**src/rtl/bcd_seq_if.sv**
```systemverilog
`default_nettype none
// ============================================================================
//  Module      : bcd_seq_if
//  Description : Command/status bundle between the front end (master) and
//                the BCD sequencing controller (slave). The dir signal only
//                exists when BCD_DOWN_EN is defined.
//  Revision    : 1.0  initial release
// ============================================================================
interface bcd_seq_if #(
    parameter int DIGITS = 2
);
    // Commands from the front end
    logic                  start;
    logic                  stop;
    logic                  clr;
    logic                  tick;
    logic [4*DIGITS-1:0]   limit;
`ifdef BCD_DOWN_EN
    logic                  dir;
`endif
    // Status back to the display datapath
    logic [4*DIGITS-1:0]   count;
    logic [DIGITS-1:0]     digit_en;
    logic [1:0]            state;
    logic                  busy;
    logic                  done;
    logic                  err;

`ifdef BCD_DOWN_EN
    modport master (output start, stop, clr, tick, limit, dir,
                    input  count, digit_en, state, busy, done, err);
    modport slave  (input  start, stop, clr, tick, limit, dir,
                    output count, digit_en, state, busy, done, err);
`else
    modport master (output start, stop, clr, tick, limit,
                    input  count, digit_en, state, busy, done, err);
    modport slave  (input  start, stop, clr, tick, limit,
                    output count, digit_en, state, busy, done, err);
`endif
endinterface
`default_nettype wire

```
**src/rtl/bcd_seq_ctrl.sv**
```systemverilog
`default_nettype none
// ============================================================================
//  Module      : bcd_seq_ctrl
//  Description : Sequencing controller for a chain of BCD digit counters.
//                Steps a packed BCD count from its start value to a captured
//                terminal value under start/stop/clr/tick commands, with
//                per-digit change strobes and done/err pulses.
//                Optional feature macro: BCD_DOWN_EN (adds dir / down count).
//  Revision    : 1.0  initial release
// ============================================================================
module bcd_seq_ctrl #(
    parameter int DIGITS = 2
) (
    input  wire logic  clk,
    input  wire logic  rst,
    bcd_seq_if.slave   bus
);

    localparam int c_w = 4 * DIGITS;

    typedef enum logic [1:0] {
        ST_IDLE = 2'b00,
        ST_RUN  = 2'b01,
        ST_HOLD = 2'b10,
        ST_DONE = 2'b11
    } state_t;

    state_t              r_state;
    logic [c_w-1:0]      r_count;
    logic [c_w-1:0]      r_limit;
    logic [DIGITS-1:0]   r_digit_en;
    logic                r_busy;
    logic                r_done;
    logic                r_err;

    logic [c_w-1:0]      w_up;
    logic [DIGITS-1:0]   w_carry;
    logic [DIGITS-1:0]   w_nib_bad;
    logic                w_limit_ok;
    logic [c_w-1:0]      w_step;
    logic [c_w-1:0]      w_load;
    logic                w_term;

    // Bit i set when nibble i differs between the two packed values.
    function automatic logic [DIGITS-1:0] f_changed(input logic [c_w-1:0] a,
                                                    input logic [c_w-1:0] b);
        logic [DIGITS-1:0] v;
        v = '0;
        for (int i = 0; i < DIGITS; i++) begin
            v[i] = (a[4*i +: 4] != b[4*i +: 4]);
        end
        return v;
    endfunction

    // Incrementer: nibble-wise ripple, a 9 wraps to 0 and carries onward.
    assign w_carry[0] = 1'b1;
    for (genvar gi = 0; gi < DIGITS; gi++) begin : g_up
        logic [3:0] w_dig;
        assign w_dig = r_count[4*gi +: 4];
        assign w_up[4*gi +: 4] = w_carry[gi] ? ((w_dig == 4'd9) ? 4'd0 : w_dig + 4'd1)
                                             : w_dig;
        if (gi < DIGITS - 1) begin : g_cy
            assign w_carry[gi+1] = w_carry[gi] & (w_dig == 4'd9);
        end
    end

    // A start is only accepted for a nonzero limit made of legal BCD digits.
    for (genvar gi = 0; gi < DIGITS; gi++) begin : g_lim
        assign w_nib_bad[gi] = (bus.limit[4*gi +: 4] > 4'd9);
    end
    assign w_limit_ok = ~(|w_nib_bad) && (bus.limit != '0);

`ifdef BCD_DOWN_EN
    logic                r_dir;
    logic [c_w-1:0]      w_dn;
    logic [DIGITS-1:0]   w_borrow;

    // Decrementer: nibble-wise ripple, a 0 wraps to 9 and borrows onward.
    assign w_borrow[0] = 1'b1;
    for (genvar gi = 0; gi < DIGITS; gi++) begin : g_dn
        logic [3:0] w_dig;
        assign w_dig = r_count[4*gi +: 4];
        assign w_dn[4*gi +: 4] = w_borrow[gi] ? ((w_dig == 4'd0) ? 4'd9 : w_dig - 4'd1)
                                              : w_dig;
        if (gi < DIGITS - 1) begin : g_bw
            assign w_borrow[gi+1] = w_borrow[gi] & (w_dig == 4'd0);
        end
    end

    assign w_step = r_dir ? w_dn : w_up;
    assign w_term = r_dir ? (w_dn == '0) : (w_up == r_limit);
    assign w_load = bus.dir ? bus.limit : '0;
`else
    assign w_step = w_up;
    assign w_term = (w_up == r_limit);
    assign w_load = '0;
`endif

    // Main FSM: command decode (clr > stop > start > tick) and all outputs.
    always_ff @(posedge clk) begin
        if (rst) begin
            r_state    <= ST_IDLE;
            r_count    <= '0;
            r_limit    <= '0;
            r_digit_en <= '0;
            r_busy     <= 1'b0;
            r_done     <= 1'b0;
            r_err      <= 1'b0;
`ifdef BCD_DOWN_EN
            r_dir      <= 1'b0;
`endif
        end else begin
            r_digit_en <= '0;
            r_done     <= 1'b0;
            r_err      <= 1'b0;
            if (bus.clr) begin
                r_count    <= '0;
                r_digit_en <= f_changed(r_count, '0);
                r_state    <= ST_IDLE;
                r_busy     <= 1'b0;
            end else begin
                case (r_state)
                    ST_IDLE, ST_DONE: begin
                        if (bus.start) begin
                            if (!w_limit_ok) begin
                                r_err <= 1'b1;
                            end else begin
                                r_limit    <= bus.limit;
`ifdef BCD_DOWN_EN
                                r_dir      <= bus.dir;
`endif
                                r_count    <= w_load;
                                r_digit_en <= f_changed(r_count, w_load);
                                r_state    <= ST_RUN;
                                r_busy     <= 1'b1;
                            end
                        end
                    end
                    ST_RUN: begin
                        // A stop swallows any tick seen in the same cycle.
                        if (bus.stop) begin
                            r_state <= ST_HOLD;
                        end else if (bus.tick) begin
                            r_count    <= w_step;
                            r_digit_en <= f_changed(r_count, w_step);
                            if (w_term) begin
                                r_state <= ST_DONE;
                                r_busy  <= 1'b0;
                                r_done  <= 1'b1;
                            end
                        end
                    end
                    ST_HOLD: begin
                        // Resume keeps both count and the captured limit.
                        if (bus.start) begin
                            r_state <= ST_RUN;
                        end
                    end
                    default: begin
                        r_state <= ST_IDLE;
                        r_busy  <= 1'b0;
                    end
                endcase
            end
        end
    end

    assign bus.count    = r_count;
    assign bus.digit_en = r_digit_en;
    assign bus.state    = r_state;
    assign bus.busy     = r_busy;
    assign bus.done     = r_done;
    assign bus.err      = r_err;

endmodule
`default_nettype wire

```
**src/flat_wrapper.sv**
```systemverilog
// flat-port wrapper written by rule: the top's interface ports become plain ports
module bcd_seq_ctrl_flat 
#(
    parameter int DIGITS = 2
)
  (clk, rst, bus_start, bus_stop, bus_clr, bus_tick, bus_limit, bus_count, bus_digit_en, bus_state, bus_busy, bus_done, bus_err);
  bcd_seq_if #(.DIGITS(DIGITS)) bus_i ();
  input  wire logic clk;
  input  wire logic rst;
  input wire logic [$bits(bus_i.start)-1:0] bus_start;
  input wire logic [$bits(bus_i.stop)-1:0] bus_stop;
  input wire logic [$bits(bus_i.clr)-1:0] bus_clr;
  input wire logic [$bits(bus_i.tick)-1:0] bus_tick;
  input wire logic [$bits(bus_i.limit)-1:0] bus_limit;
  output wire logic [$bits(bus_i.count)-1:0] bus_count;
  output wire logic [$bits(bus_i.digit_en)-1:0] bus_digit_en;
  output wire logic [$bits(bus_i.state)-1:0] bus_state;
  output wire logic [$bits(bus_i.busy)-1:0] bus_busy;
  output wire logic [$bits(bus_i.done)-1:0] bus_done;
  output wire logic [$bits(bus_i.err)-1:0] bus_err;
  assign bus_i.start = bus_start;
  assign bus_i.stop = bus_stop;
  assign bus_i.clr = bus_clr;
  assign bus_i.tick = bus_tick;
  assign bus_i.limit = bus_limit;
  assign bus_count = bus_i.count;
  assign bus_digit_en = bus_i.digit_en;
  assign bus_state = bus_i.state;
  assign bus_busy = bus_i.busy;
  assign bus_done = bus_i.done;
  assign bus_err = bus_i.err;
  bcd_seq_ctrl #(.DIGITS(DIGITS)) u_core (.clk(clk), .rst(rst), .bus(bus_i));
endmodule
```
**config.mk**
```make
export PLATFORM = sky130hd
export DESIGN_NAME = bcd_seq_ctrl_flat
export DESIGN_NICKNAME = d
export VERILOG_FILES = /design/src/rtl/bcd_seq_if.sv /design/src/rtl/bcd_seq_ctrl.sv /design/src/flat_wrapper.sv
export SDC_FILE = /design/constraint.sdc
export NUM_CORES = 1
export LEC_CHECK = 0
export CORE_ASPECT_RATIO = 0.9
export CORE_MARGIN = 2
export CORE_UTILIZATION = 40
export CTS_CLUSTER_DIAMETER = 30
export CTS_CLUSTER_SIZE = 24
export DETAILED_ROUTE_END_ITERATION = 10
export PLACE_DENSITY = 0.6
export SLEW_MARGIN = 20
export SYNTH_ARGS = -nofsm -noshare
export SYNTH_HDL_FRONTEND = slang
export SYNTH_SLANG_ARGS = --single-unit
export TNS_END_PERCENT = 1
```
**constraint.sdc**
```tcl
create_clock -name clk -period 2.95 [get_ports clk]
set_input_delay 0.295 -clock clk [delete_from_list [all_inputs] [get_ports clk]]
set_output_delay 0.295 -clock clk [all_outputs]
set_load 0.1 [all_outputs]
```
**Yosys cells after proc, flatten, opt, wreduce, memory -nomap -nowiden**

Cells that the tools add are included.

- Register bits: 23
- Latch bits: 0
- Bits in writable memories: 0
- ROM bits: 0
- Output and inout port bits: 15
- Word-level logic and storage cells: 77
- Memories: 0

- $add $sub $neg: 2
- Multipliers: 0
- Divide/modulo/power cells: 0
- Magnitude comparators: 2
- Eq/ne operators: 16
- Shift-type cells: 0
- Mux-type cells: 29
- Bitwise gates (word level): 6
- Reduce and logical (&&, ||, !) cells: 15

Operators with widths:

| kind | count |
|---|---|
| $mux 8 | 4 |
| $mux 2 | 11 |
| $pmux 8 s2 | 1 |
| $mux 4 | 3 |
| $reduce_and 5->1 | 2 |
| $add 4x1->4 const B | 2 |
| $eq 4x4->1 const B | 2 |
| $eq 8x8->1 | 1 |
| $gt 4x4->1 const B | 2 |
| $ne 2x2->1 const B | 4 |
| $ne 4x4->1 | 2 |
| $reduce_bool 4->1 | 2 |
| $reduce_bool 8->1 | 1 |
| $mux 1 | 7 |
| $not 1->1 | 6 |
| $pmux 2 s3 | 1 |
| $reduce_and 6->1 | 1 |
| $reduce_or 2->1 | 3 |
| $reduce_or 5->1 | 1 |
| $eq 2x2->1 const B | 2 |
| $ne 2x1->1 const B | 2 |
| $pmux 2 s2 | 1 |
| $reduce_and 4->1 | 1 |
| $reduce_or 4->1 | 1 |
| 7 further kinds | 7 |

**Longest topological paths before layout**

- Depth after elaboration: 8
- Mapped depth: 8

**Least setup slack after synthesis**

OpenSTA, ideal clock, no wires.

- Path type: reg2reg
- Start point: reg u_core.r_count[5] (netlist: u_core.bus.count[5])
- End point: reg u_core.r_busy (netlist: u_core.bus.busy)
- Arrival time: 3.059 ns
- Required time: 2.835 ns
- Slack: -0.224 ns
- Cell stages (with the launch flop): 9
- Buffers on the path: 0
- Period minus slack after synthesis: 3.174 ns
- Path through: dfxtp_1 inv_1 ha_1 and3b_4 or4_4 and3_4 a211o_1 or4_1 o21ba_1

- Word-level cells in the longest chain between the ends: 6

Ends and longest elaborated chain:

| element | line | RTL |
|---|---|---|
| from (decl) | bcd_seq_ctrl.sv:29 | `logic [c_w-1:0] r_count;` |
| from (signal assigned) | bcd_seq_ctrl.sv:132 | `r_count <= w_load;` |
| from (signal assigned) | bcd_seq_ctrl.sv:144 | `r_count <= w_step;` |
| $add 4x1->4 or $eq 4x4->1 (tied branches) | bcd_seq_ctrl.sv:60 | `assign w_up[4*gi +: 4] = w_carry[gi] ? ((w_dig == 4'd9) ? 4'd0 : w_dig + 4'd1)` |
| $mux 4 | bcd_seq_ctrl.sv:60 |  |
| $mux 4 * | bcd_seq_ctrl.sv:60 |  |
| $eq 8x8->1 * | bcd_seq_ctrl.sv:95 | `assign w_term = (w_up == r_limit);` |
| $ne 2x1->1 (no source line) * | n/a |  |
| $reduce_and 6->1 (no source line) * | n/a |  |
| to (signal assigned) | bcd_seq_ctrl.sv:106 | `r_busy <= 1'b0;` |
| to (signal assigned) | bcd_seq_ctrl.sv:120 | `r_busy <= 1'b0;` |
| to (signal assigned) | bcd_seq_ctrl.sv:135 | `r_busy <= 1'b1;` |
| to (decl) | bcd_seq_ctrl.sv:32 | `logic r_busy;` |

Mark *: on every way between the ends. The rest lies on a longest branch, timed or not.
A chain may end at the register's enable or synchronous reset.

**Worst setup path in the final report**

- Start point: reg u_core.r_count[2] (netlist: u_core.bus.count[2])
- End point: reg u_core.r_busy (netlist: u_core.bus.busy)

- Word-level cells in the longest chain between the ends: 5

Ends and longest elaborated chain:

| element | line |
|---|---|
| $add 4x1->4 or $eq 4x4->1 (tied branches) | bcd_seq_ctrl.sv:60, bcd_seq_ctrl.sv:63 |
| $mux 4 | bcd_seq_ctrl.sv:60 |
| $eq 8x8->1 * | bcd_seq_ctrl.sv:95 |
| $ne 2x1->1 (no source line) * | n/a |
| $reduce_and 6->1 (no source line) * | n/a |

Marks and branches as above.

==> tab_implementation.tex <==
\begin{tabular}{lr}
\hline
Metric & Value \\
\hline
\multicolumn{2}{l}{\textbf{Yosys}} \\
\quad Warning count from the yosys run & 0 \\
\quad Post-synth top area share & 0.311 \\
\quad Unique masters post-synth & 53 \\
\quad Number of flops mapped to enable cells by yosys & 0 \\
\quad XOR/XNOR Fraction of Synth Area & 0.0118 \\
\quad Top cells by area in the synthesized netlist & sky130\_fd\_sc\_hd\_\_dfxtp\_1 (31\%), sky130\_fd\_sc\_hd\_\_a21oi\_1 (6.1\%), sky130\_fd\_sc\_hd\_\_o21ai\_0 (6.1\%) \\
\quad Most numerous cell in the Yosys netlist & sky130\_fd\_sc\_hd\_\_dfxtp\_1 \\
\quad Cells after Synth & 189 \\
\quad Post-synthesis cell type with the largest combined area & sky130\_fd\_sc\_hd\_\_dfxtp\_1 \\
\quad Async set or reset register ratio after synthesis & 0 \\
\quad Simple-gate share of the synthesized area & 0.277 \\
\quad Combined area of all synthesized cells & 1480 sq um \\
\quad Cell types with the highest counts after synthesis & sky130\_fd\_sc\_hd\_\_dfxtp\_1 (23), sky130\_fd\_sc\_hd\_\_a21oi\_1 (18), sky130\_fd\_sc\_hd\_\_o21ai\_0 (18) \\
\quad Dominant combinational cell family by area after synthesis & compound AO/OA/AOI/OAI gates \\
\quad Sequential fraction of the synthesis area & 0.311 \\
\quad Flip-flop and latch count after synthesis & 23 \\
\quad Share of synthesized cell area in full adder, half adder and majority cells & 0.0508 \\
\quad Most instantiated flip-flop cell in the synthesis netlist & sky130\_fd\_sc\_hd\_\_dfxtp\_1 \\
\quad Compound-gate portion of the synthesized area & 0.288 \\
\quad Mean instance size in the synthesized netlist & 7.82 sq um \\
\quad Mux share of post-synthesis cell area & 0.00677 \\
\quad Net count of the mapped netlist & 209 \\
\multicolumn{2}{l}{\textbf{Finish}} \\
\quad Share of post-route cells with drive strength above 1 & 0.171 \\
\quad Synthesis-to-layout area growth & 23.0\% \\
\quad Fin cells & 260 \\
\quad Number of antenna cells inserted & 0 \\
\quad Layout Nets & 237 \\
\quad Number of inserted filler cells in the final layout & 338 \\
\multicolumn{2}{l}{\textbf{Pwr}} \\
\quad Pwr dens & 350 nW/um\^{}2 \\
\quad Total leakage power & 0.659 nW \\
\quad Peak supply drop & 0.000146 V \\
\multicolumn{2}{l}{\textbf{Routing}} \\
\quad Detailed-route wire length per cell & 14.3 um \\
\quad First-pass iteration count of the detailed router & 5 \\
\quad Detailed-route DRC error count & 0 \\
\quad Detailed Route Iter0 Violations & 104 \\
\quad Routed wire length & 3710 um \\
\quad Total number of vias & 1478 \\
\quad Via density & 5.68 \\
\quad ANT nets after route & 0 \\
\multicolumn{2}{l}{\textbf{Timing}} \\
\quad Time the final worst path needs with I/O delays and setup & 2520 ps \\
\quad Accumulated negative setup slack & 0 ps \\
\quad Clock skew & 1.27 ps \\
\quad Normalized max-slew margin & 0.640 \\
\quad Number of max-slew violations in the final report & 0 \\
\quad RSZ-0062 raised after global routing & no \\
\quad Worst Max-Slew Pin Slew & 526 ps \\
\quad Final hold violations & 0 \\
\quad Max Clock Freq & 0.396 GHz \\
\quad Post-route fraction of the period consumed by the critical path & 0.856 \\
\quad Setup-failing EPs final & 0 \\
\multicolumn{2}{l}{\textbf{Worst setup path}} \\
\quad Sort of element at the end of the critical path & register \\
\quad Slack of the worst reg-to-reg path & 430 ps \\
\quad Arrival time reported for the critical path endpoint & 2690 ps \\
\quad Element type at the critical path start & register \\
\quad Launching point of the worst reg2reg path & u\_core.bus.count[2] \\
\quad Peak fanout along the critical path & 13 \\
\quad Critical Path RT & 3120 ps \\
\quad Worst setup path startpoint & u\_core.bus.count[2] \\
\quad Register-to-Register Path Depth & 6 \\
\quad Capturing point of the worst reg2reg path & u\_core.bus.busy \\
\quad Kind of critical path & reg2reg \\
\multicolumn{2}{l}{\textbf{Clock network}} \\
\quad Clock Sinks & 23 \\
\quad TritonCTS clock tree & done \\
\quad Clock-pin slew reported for the worst setup and hold paths after clock tree synthesis & 80 ps \\
\quad Clock root buffer & sky130\_fd\_sc\_hd\_\_clkbuf\_8 \\
\quad Clock latency of the later-clocked register in the worst-skew pair & 260 ps \\
\quad Clock buffer count from CTS & 3 \\
\quad Gates resized, CTS repair & 0 \\
\quad Total of hold buffers inserted after clock tree synthesis & 0 \\
\quad Number of buffers on the longest clock path & 2 \\
\quad Post-CTS Repair Setup Buffers & 0 \\
\quad CTS HTree Levels & 1 \\
\multicolumn{2}{l}{\textbf{Job}} \\
\quad Max-cap violations & 0 \\
\multicolumn{2}{l}{\textbf{Die}} \\
\quad Y dimension of the die & 61.7 um \\
\quad Core region area & 3450 sq um \\
\quad IO Count & 29 \\
\quad Row count & 20 \\
\quad Initial core utilization & 0.428 \\
\quad Die area & 4200 sq um \\
\quad DIE WIDTH & 68.1 um \\
\multicolumn{2}{l}{\textbf{GRT}} \\
\quad Largest net degree at the start of global routing & 16 \\
\quad Wire length of the first global-routing pass & 6060 um \\
\quad Initial antenna violation count & 0 \\
\quad Total GRT Usage & 0.193 \\
\quad Total global routing overflow & 0 \\
\quad Via count of the first global-routing pass & 1303 \\
\multicolumn{2}{l}{\textbf{Placement}} \\
\quad Buffers on Ports & 28 \\
\quad Count of placed standard cells including taps & 256 \\
\quad DP HPWL & 2860 um \\
\quad Final Wtd Congestion & 0.783 \\
\multicolumn{2}{l}{\textbf{Hold path}} \\
\quad Launch instance of the worst min-delay path & u\_core.r\_limit[0] \\
\quad Class of the most critical hold timing path & reg2reg \\
\quad Hold Crit Depth & 2 \\
\quad Hold worst-path end & u\_core.r\_limit[0] \\
\multicolumn{2}{l}{\textbf{Run status}} \\
\quad Run status & finished, final reports clean \\
\hline
\end{tabular}
-- sequential cells by signal, summed over array words and instances, names as in the netlist --
name and flops:
u_core.bus.count 8, u_core.bus.done 1, u_core.r_limit 8, u_core.bus.err 1, u_core.bus.digit_en 2, u_core.bus.state 2
u_core.bus.busy 1
-- where the power goes --
group          leakage [nW]  internal (W)  switching (W)
clock network        0.0228     0.0000965       0.000104
logic                 0.450     0.0000435      0.0000699
registers             0.187      0.000316     0.00000529
total                 0.659      0.000457       0.000180
-- cell usage in the layout, fill, tap and decap left out, types with 4 or more instances in the layout --
cell type                         instances
sky130_fd_sc_hd__dfxtp_1                 21
sky130_fd_sc_hd__clkdlybuf4s50_1         13
sky130_fd_sc_hd__nand2_1                 15
sky130_fd_sc_hd__nor2_1                  12
sky130_fd_sc_hd__buf_4                   19
sky130_fd_sc_hd__ha_1                     6
sky130_fd_sc_hd__nor4_1                   4
sky130_fd_sc_hd__inv_1                   12
sky130_fd_sc_hd__a21oi_1                 18
sky130_fd_sc_hd__or3_1                    4
sky130_fd_sc_hd__o22ai_1                  5
sky130_fd_sc_hd__o21ai_0                 18
sky130_fd_sc_hd__nand2b_1                 6
-- metal layers --
layer / track usage / up-vias / routed length (um)
met3: 0.0293 / 4 / 119
met5: 0 / - / 0
met4: 0.0600 / 0 / 29
li1: - / 756 / -
met2: 0.320 / 33 / 1710
met1: 0.259 / 685 / 1850
-- cells by family (layout without fill, tap and decap cells) --
family,after synthesis,in the layout
AND/OR/NAND/NOR,70,70
AO/OA/AOI/OAI,66,66
flip-flops,23,23
buffers and inverters,21,48
adder cells (fa/ha/maj),6,6
XOR/XNOR,2,2
multiplexers,1,1
-- worst max-delay path by stage --
| stage | end | slack [ps] | cells past startpoint |
|---|---|---|---|
| finish | u_core.bus.busy | 430 | 6 |
| detailed placement | u_core.bus.busy | 440 | 6 |
| floorplan | u_core.bus.busy | 30 | 6 |
| global placement | u_core.bus.busy | 450 | 6 |
| global route | u_core.bus.busy | 290 | 6 |
| CTS | u_core.bus.busy | 420 | 6 |
-- stage by stage --
step	area (sq um)	setup slack [ps]	util	hold WS (ps)	total power (W)
after floorplan	1480	34.8	-	431	0.000400
after global routing	1820	290	0.527	531	0.000666
after CTS	1820	415	0.527	486	0.000637
after global placement	1770	446	0.514	471	0.000440
after detailed placement	1770	435	0.514	474	0.000442
final	1820	426	0.527	491	0.000636
-- worst max-delay path: stages, from the launching register on --
cell	delay [ps]
sky130_fd_sc_hd__dfxtp_1	440
sky130_fd_sc_hd__nand4bb_1	370
sky130_fd_sc_hd__or4_4	560
sky130_fd_sc_hd__and3_4	190
sky130_fd_sc_hd__a211o_1	230
sky130_fd_sc_hd__or4_1	460
sky130_fd_sc_hd__o21ba_1	180
-- final cells by class --
cell class | count | area, sq um | area share
Clock buffer | 4 | 45.0 | 0.0248
Inverter | 12 | 45.0 | 0.0248
Multi-Input combinational cell | 145 | 938 | 0.516
Sequential cell | 23 | 463 | 0.254
Tap cell | 44 | 55.1 | 0.0303
Timing Repair Buffer | 32 | 273 | 0.150
No activity file was read; power rests on OpenSTA's default activity.
